[src/rtl/wb_test_status_pkg.sv]
// Shared types and constants for the wb_test_status Wishbone status reporter.
// State encodings double as the STATUS[1:0] field seen by firmware.
package wb_test_status_pkg;

   typedef enum logic [1:0] {
      ST_BOOT    = 2'd0,
      ST_RUNNING = 2'd1,
      ST_PASS    = 2'd2,
      ST_FAIL    = 2'd3
   } state_e;

   localparam logic [3:0] REG_CTRL      = 4'h0;
   localparam logic [3:0] REG_WDT_LOAD  = 4'h4;
   localparam logic [3:0] REG_STATUS    = 4'h8;
   localparam logic [3:0] REG_WDT_COUNT = 4'hC;

   localparam int CTRL_START = 0;
   localparam int CTRL_DONE  = 1;
   localparam int CTRL_FAIL  = 2;

   localparam logic [1:0] IO_BOOT    = 2'b11;
   localparam logic [1:0] IO_RUNNING = 2'b00;
   localparam logic [1:0] IO_PASS    = 2'b01;
   localparam logic [1:0] IO_FAIL    = 2'b11;

   function automatic logic [1:0] io_pattern(input state_e s);
      case (s)
         ST_BOOT:    io_pattern = IO_BOOT;
         ST_RUNNING: io_pattern = IO_RUNNING;
         ST_PASS:    io_pattern = IO_PASS;
         ST_FAIL:    io_pattern = IO_FAIL;
         default:    io_pattern = IO_FAIL;
      endcase
   endfunction

endpackage

[src/rtl/wb_test_status_wdt.sv]
// Loadable watchdog down-counter; expire_o pulses combinationally on the 1 -> 0 step.
// A reload in the same cycle suppresses expiry; the count parks at zero.
module wb_test_status_wdt
   import wb_test_status_pkg::*;
#(
   parameter int                 WIDTH     = 24,
   parameter logic [WIDTH-1:0]   RESET_VAL = {WIDTH{1'b1}}
) (
   input  logic             clk,
   input  logic             rst,
   input  logic             en_i,
   input  logic             reload_i,
   input  logic [WIDTH-1:0] reload_val_i,
   output logic [WIDTH-1:0] count_o,
   output logic             expire_o
);

   localparam logic [WIDTH-1:0] CNT_ZERO = {WIDTH{1'b0}};
   localparam logic [WIDTH-1:0] CNT_ONE  = {{(WIDTH-1){1'b0}}, 1'b1};

   logic [WIDTH-1:0] count_q;
   logic [WIDTH-1:0] count_d;

   // Next count and expiry pulse
   always_comb begin
      count_d  = count_q;
      expire_o = 1'b0;
      if (reload_i) begin
         count_d = reload_val_i;
      end else if (en_i && (count_q != CNT_ZERO)) begin
         count_d  = count_q - CNT_ONE;
         expire_o = (count_q == CNT_ONE);
      end else begin
         count_d = count_q;
      end
   end

   // Count register
   always_ff @(posedge clk or posedge rst) begin
      if (rst) begin
         count_q <= RESET_VAL;
      end else begin
         count_q <= count_d;
      end
   end

   assign count_o = count_q;

endmodule

[src/rtl/wb_test_status.sv]
// Wishbone slave reporting firmware test progress on mprj_io[1:0], with a watchdog
// that forces a FAIL verdict if firmware stalls in RUNNING.
module wb_test_status
   import wb_test_status_pkg::*;
#(
   parameter logic [31:0]          BASE_ADDR     = 32'h3000_0100,
   parameter int                   WDT_WIDTH     = 24,
   parameter logic [WDT_WIDTH-1:0] WDT_RESET_VAL = 24'hFF_FFFF
) (
   input  logic        wb_clk_i,
   input  logic        wb_rst_i,
   input  logic        wbs_stb_i,
   input  logic        wbs_cyc_i,
   input  logic        wbs_we_i,
   input  logic [3:0]  wbs_sel_i,
   input  logic [31:0] wbs_adr_i,
   input  logic [31:0] wbs_dat_i,
   output logic        wbs_ack_o,
   output logic [31:0] wbs_dat_o,
   output logic [1:0]  io_out,
   output logic [1:0]  io_oeb
);

   state_e                 state_q, state_d;
   logic                   expired_q, expired_d;
   logic                   ack_q, ack_d;
   logic [31:0]            dat_q, dat_d;
   logic [1:0]             io_q, io_d;
   logic [WDT_WIDTH-1:0]   wdt_load_q, wdt_load_d;

   logic                   sel_s, wr_s, ctrl_wr_s, load_wr_s, start_s;
   logic [3:0]             off_s;
   logic                   wdt_en_s, wdt_reload_s, wdt_expire_s;
   logic [WDT_WIDTH-1:0]   wdt_reload_val_s, wdt_count_s;
   logic                   unused_s;

   assign sel_s     = wbs_stb_i & wbs_cyc_i & (wbs_adr_i[31:4] == BASE_ADDR[31:4]);
   assign ack_d     = sel_s & ~ack_q;
   assign wr_s      = ack_d & wbs_we_i;
   assign off_s     = {wbs_adr_i[3:2], 2'b00};
   assign ctrl_wr_s = wr_s & (off_s == REG_CTRL) & wbs_sel_i[0];
   assign load_wr_s = wr_s & (off_s == REG_WDT_LOAD);
   assign start_s   = (state_q == ST_BOOT) & ctrl_wr_s & wbs_dat_i[CTRL_START];
   assign unused_s  = ^{wbs_adr_i[1:0], wbs_dat_i[31:WDT_WIDTH], wbs_sel_i[3]};

   // A WDT_LOAD write reloads the counter with the freshly written value.
   assign wdt_en_s         = (state_q == ST_RUNNING) & (wdt_load_q != {WDT_WIDTH{1'b0}});
   assign wdt_reload_s     = load_wr_s | start_s;
   assign wdt_reload_val_s = load_wr_s ? wdt_load_d : wdt_load_q;

   wb_test_status_wdt #(
      .WIDTH     (WDT_WIDTH),
      .RESET_VAL (WDT_RESET_VAL)
   ) u_wdt (
      .clk          (wb_clk_i),
      .rst          (wb_rst_i),
      .en_i         (wdt_en_s),
      .reload_i     (wdt_reload_s),
      .reload_val_i (wdt_reload_val_s),
      .count_o      (wdt_count_s),
      .expire_o     (wdt_expire_s)
   );

   // Byte-lane merge for WDT_LOAD
   always_comb begin
      wdt_load_d = wdt_load_q;
      for (int i = 0; i < WDT_WIDTH; i++) begin
         if (load_wr_s && wbs_sel_i[i/8]) begin
            wdt_load_d[i] = wbs_dat_i[i];
         end else begin
            wdt_load_d[i] = wdt_load_q[i];
         end
      end
   end

   // Test-phase FSM; expiry takes priority over a simultaneous DONE write
   always_comb begin
      state_d   = state_q;
      expired_d = expired_q;
      case (state_q)
         ST_BOOT: begin
            if (start_s) begin
               state_d = ST_RUNNING;
            end else begin
               state_d = ST_BOOT;
            end
         end
         ST_RUNNING: begin
            if (wdt_expire_s) begin
               state_d   = ST_FAIL;
               expired_d = 1'b1;
            end else if (ctrl_wr_s && wbs_dat_i[CTRL_DONE]) begin
               state_d = wbs_dat_i[CTRL_FAIL] ? ST_FAIL : ST_PASS;
            end else begin
               state_d = ST_RUNNING;
            end
         end
         default: state_d = state_q;
      endcase
      io_d = io_pattern(state_d);
   end

   // Read mux, driven only in the ack cycle
   always_comb begin
      dat_d = 32'h0;
      if (ack_d) begin
         case (off_s)
            REG_CTRL:      dat_d = 32'h0;
            REG_WDT_LOAD:  dat_d = {{(32-WDT_WIDTH){1'b0}}, wdt_load_q};
            REG_STATUS:    dat_d = {28'h0, (state_q == ST_FAIL), expired_q, state_q};
            REG_WDT_COUNT: dat_d = {{(32-WDT_WIDTH){1'b0}}, wdt_count_s};
            default:       dat_d = 32'h0;
         endcase
      end else begin
         dat_d = 32'h0;
      end
   end

   // State and bus registers
   always_ff @(posedge wb_clk_i or posedge wb_rst_i) begin
      if (wb_rst_i) begin
         state_q    <= ST_BOOT;
         expired_q  <= 1'b0;
         ack_q      <= 1'b0;
         dat_q      <= 32'h0;
         io_q       <= IO_BOOT;
         wdt_load_q <= WDT_RESET_VAL;
      end else begin
         state_q    <= state_d;
         expired_q  <= expired_d;
         ack_q      <= ack_d;
         dat_q      <= dat_d;
         io_q       <= io_d;
         wdt_load_q <= wdt_load_d;
      end
   end

   assign wbs_ack_o = ack_q;
   assign wbs_dat_o = dat_q;
   assign io_out    = io_q;
   assign io_oeb    = 2'b00;

endmodule

[config.mk]
export PLATFORM = sky130hd
export DESIGN_NAME = wb_test_status
export DESIGN_NICKNAME = d
export VERILOG_FILES = /design/src/rtl/wb_test_status_pkg.sv /design/src/rtl/wb_test_status_wdt.sv /design/src/rtl/wb_test_status.sv
export SDC_FILE = /design/constraint.sdc
export NUM_CORES = 1
export LEC_CHECK = 0
export CAP_MARGIN = 30
export CORE_AREA = 10 10 102 104
export DETAILED_ROUTE_END_ITERATION = 10
export DIE_AREA = 0 0 112 114
export GPL_ROUTABILITY_DRIVEN = 0
export PLACE_DENSITY = 0.84
export SKIP_CTS_REPAIR_TIMING = 1
export SYNTH_ARGS = -nofsm -noshare
export SYNTH_HDL_FRONTEND = slang
export SYNTH_SLANG_ARGS = --single-unit
[constraint.sdc]
create_clock -name wb_clk_i -period 3.7 [get_ports wb_clk_i]
set_clock_uncertainty 0.15 [all_clocks]
set_input_delay 0.74 -clock wb_clk_i [delete_from_list [all_inputs] [get_ports wb_clk_i]]
set_output_delay 0.74 -clock wb_clk_i [all_outputs]
set_load 0.1 [all_outputs]
==> results of run 1 <==
stage by stage:
stage	power (uW)	hold slack [ns]	util (%)	setup slack (ns)	area (um2)
global route	1774	0.3549	61.74	0.3504	5226
floorplan	953.6	0.2805	-	0.8069	4074
global placement	1022	0.2962	59.12	0.2035	5005
CTS	1731	0.3216	61.74	0.4860	5226
finish	1717	0.3204	61.74	0.5380	5226
detailed placement	1024	0.2985	59.12	0.1019	5005
state kept, by name, indices dropped and copies added, names as in the netlist:
name and flops:
wbs_ack_o 1, expired_q 1, u_wdt.count_o 24, wbs_dat_o 24, state_q 2, io_out 2, wdt_load_q 24
path summary, 6_finish.rpt:
| kind | end | from | slack [ns] |
|---|---|---|---|
| setup / recovery | u_wdt.count_o[7] | wbs_cyc_i | 0.54 |
| hold / removal | expired_q | expired_q | 0.32 |
| setup reg to reg | io_out[1] | u_wdt.count_o[13] | 0.84 |
| hold reg to reg | expired_q | expired_q | 0.32 |
| max in group asynchronous | wdt_load_q[17] | wb_rst_i | 2.04 |
| min in group asynchronous | wbs_dat_o[2] | wb_rst_i | 0.55 |
worst max-delay path: cells and delay by family:
family / cells / cell delay (ns)
and+or+nand+nor: 4 / 1.23
buffers and inverters: 2 / 0.60
muxes: 2 / 0.72
Yosys cell counts, types with 8 or more instances:
library cell   n  area, um2
clkbuf_1      10      37.54
mux2_2        47      529.3
nor3_1        11      55.05
nor4b_1        8      70.07
or3_1          8      50.05
nand2_1       10      37.54
xor2_1        19      166.4
dfrtp_1       28      700.7
nor2_1        32      120.1
dfstp_2       50       1314
or4_1          8      60.06
buf_4         10      75.07
nor4_1        18      112.6
mux2i_1       20      200.2
layout make-up:
| type | count | area (um2) | area share (%) |
|---|---|---|---|
| Clock buffer | 9 | 123.9 | 2.370 |
| Inverter | 5 | 18.77 | 0.3591 |
| Sequential cell | 78 | 2014 | 38.54 |
| Clock inverter | 7 | 97.59 | 1.867 |
| Timing Repair Buffer | 98 | 943.4 | 18.05 |
| Tap cell | 108 | 135.1 | 2.586 |
| Multi-Input combinational cell | 249 | 1893 | 36.22 |
cells by family (layout without fill, tap and decap cells):
logic type / after synthesis / after routing
simple gates: 126 / 126
flops: 78 / 78
mux: 67 / 67
buf+inv: 30 / 119
compound gates: 22 / 22
xor+xnor: 20 / 20
fa+ha+maj: 4 / 4
other cells: 1 / 10
per-layer routing:
layer	part of all wire, %	global-route usage (%)
met1	41	18.34
met2	52	28.79
met3	5.6	3.570
met4	0.96	4.738
met5	0	0
power breakdown:
| group | leakage (uW) | switching (uW) | internal [uW] |
|---|---|---|---|
| clock network | 0.000106 | 327 | 382 |
| registers | 0.000908 | 0.00000246 | 855 |
| logic | 0.00127 | 85.3 | 68.4 |
==> impl_results.md, run 1 <==
- Status: complete, no violations
- Mux cell area share after synthesis: between 10% and 20%
- CTS tree: yes
- Period Utilization, post-route: a little under nine tenths
- Post-DR vias/cell: about 5.5
- Synth Register Bits: just under 80
- Setup CP Type: in -> reg
- Leak: between 0.002 and 0.0025 uW
- Final setup fails: 0
- Post-Synth XOR/XNOR Area: under 10%
- Syn Area/Cell: about 12 um2
- Cell count after synthesis: 348
- Worst skew pair latency: 0.36 ns
- CP required: 3.84 ns
- Adder-Cell Fraction of Synth Area: under 10%
- Critical path startpoint category: primary input
- Synth-to-Final Area Change: 29.36%
- Clk slew on worst S/H paths: around 0.080 ns
- Fraction of registers with async set/reset: 100.0%
- Initial DRC Count: between 150 and 200
- Placed instance count: roughly 540
- DRT Pass-1 Iters: 4
- First-pass GRT wire length: around 17000 um
- Commonest non-fill, non-tap cell in the layout: clkdlybuf4s50_1
- Reg2reg path depth: 7
- IO Pins: 110
- Synth Area in Compound Gates: roughly 4%
- Tmin final: about 3.2 ns
- Seq/Total Area, Yosys: between 40% and 50%
- Synthesis Warnings: 0
- Largest family of logic cells by synthesized area: simple AND/OR/NAND/NOR gates
- Max incr delay on CP: between 0.4 and 0.5 ns
- Share of cells above drive strength 1: about 31%
- Hold Crit Class: reg -> reg
- Max clock buf depth: 2
- Slew HR: 33.67%
- FILL cells: roughly 670
- Routed Antenna Nets: 0
- P per Cell Area: about 330 mW/mm2
- Largest net degree at the start of global routing: 34
- Die X: 112 um
- Post-DR wirelength/cell: between 15 and 20 um
- Residual DRC count: 0
- Number of library cell types mapped by synthesis: 49
- Die footprint: 0.01277 mm2
- Final HPWL DP: just under 8000 um
- Most frequent cells in the layout: 83 x clkdlybuf4s50_1, 50 x dfstp_2, 47 x mux2_2, 32 x nor2_1, 28 x dfrtp_1
- Worst-margin pin slew: between 0.9 and 1 ns
- Vias: ~3100
- Sum of negative setup slack: 0 ns
- Fin. Hold Viols: 0
- Total CTS buffers: 9
- GRT Total Usage: ~16%
- Unrepaired setup endpoints after global routing: no
- Clock Tree Root: clkbuf_8
- Crit path cell chain: clkdlybuf4s50_1 > nor4bb_1 > nand4_1 > or2_2 > clkinv_1 > nand4_1 > mux2_2 > mux2_2
- Hold path depth: 1
- Fin. max-slew vios: 0
- Num rows: 34
- Routed WL: between 10000 and 15000 um
- Peak supply drop: 288.9 uV
- FMAX: approximately 320 MHz
- Simple-gate portion of the synthesized area: 18.18%
- Vias in the first global route: between 3000 and 4000
- Post-Layout Cell Count: around 550
- CTS Sinks: 78
- Critical path's slowest cell: mux2_2
- H-tree levels: 3
- Initial antenna violation count: 0
- Top_reg_cell synth: dfstp_2
- Max Fanout on Critical Path: 8
- Die H: between 100 and 150 um
- # Max-Cap Violations: 0
- Buffers on Ports: a little under 90
- Core Area: 0.008466 mm2
- CP Data Arrival Time: about 3.3 ns
- # diodes: 0
- Post-Syn Area: just over 0.004 mm2
- GRT Residual Overflow: 0
- Fin nets: 518
- Post-synth EDFFs: 0
- Initial core utilization: 47.72%
- CP Capture Type: flop
(Power assumes the default switching activity.)
==> inputs of run 2 (changes only) <==
Settings changed: CTS_CLUSTER_SIZE set to 24.
==> results of run 2 <==
Same layout as run 1: the final DEF is identical, and so are final timing and power.
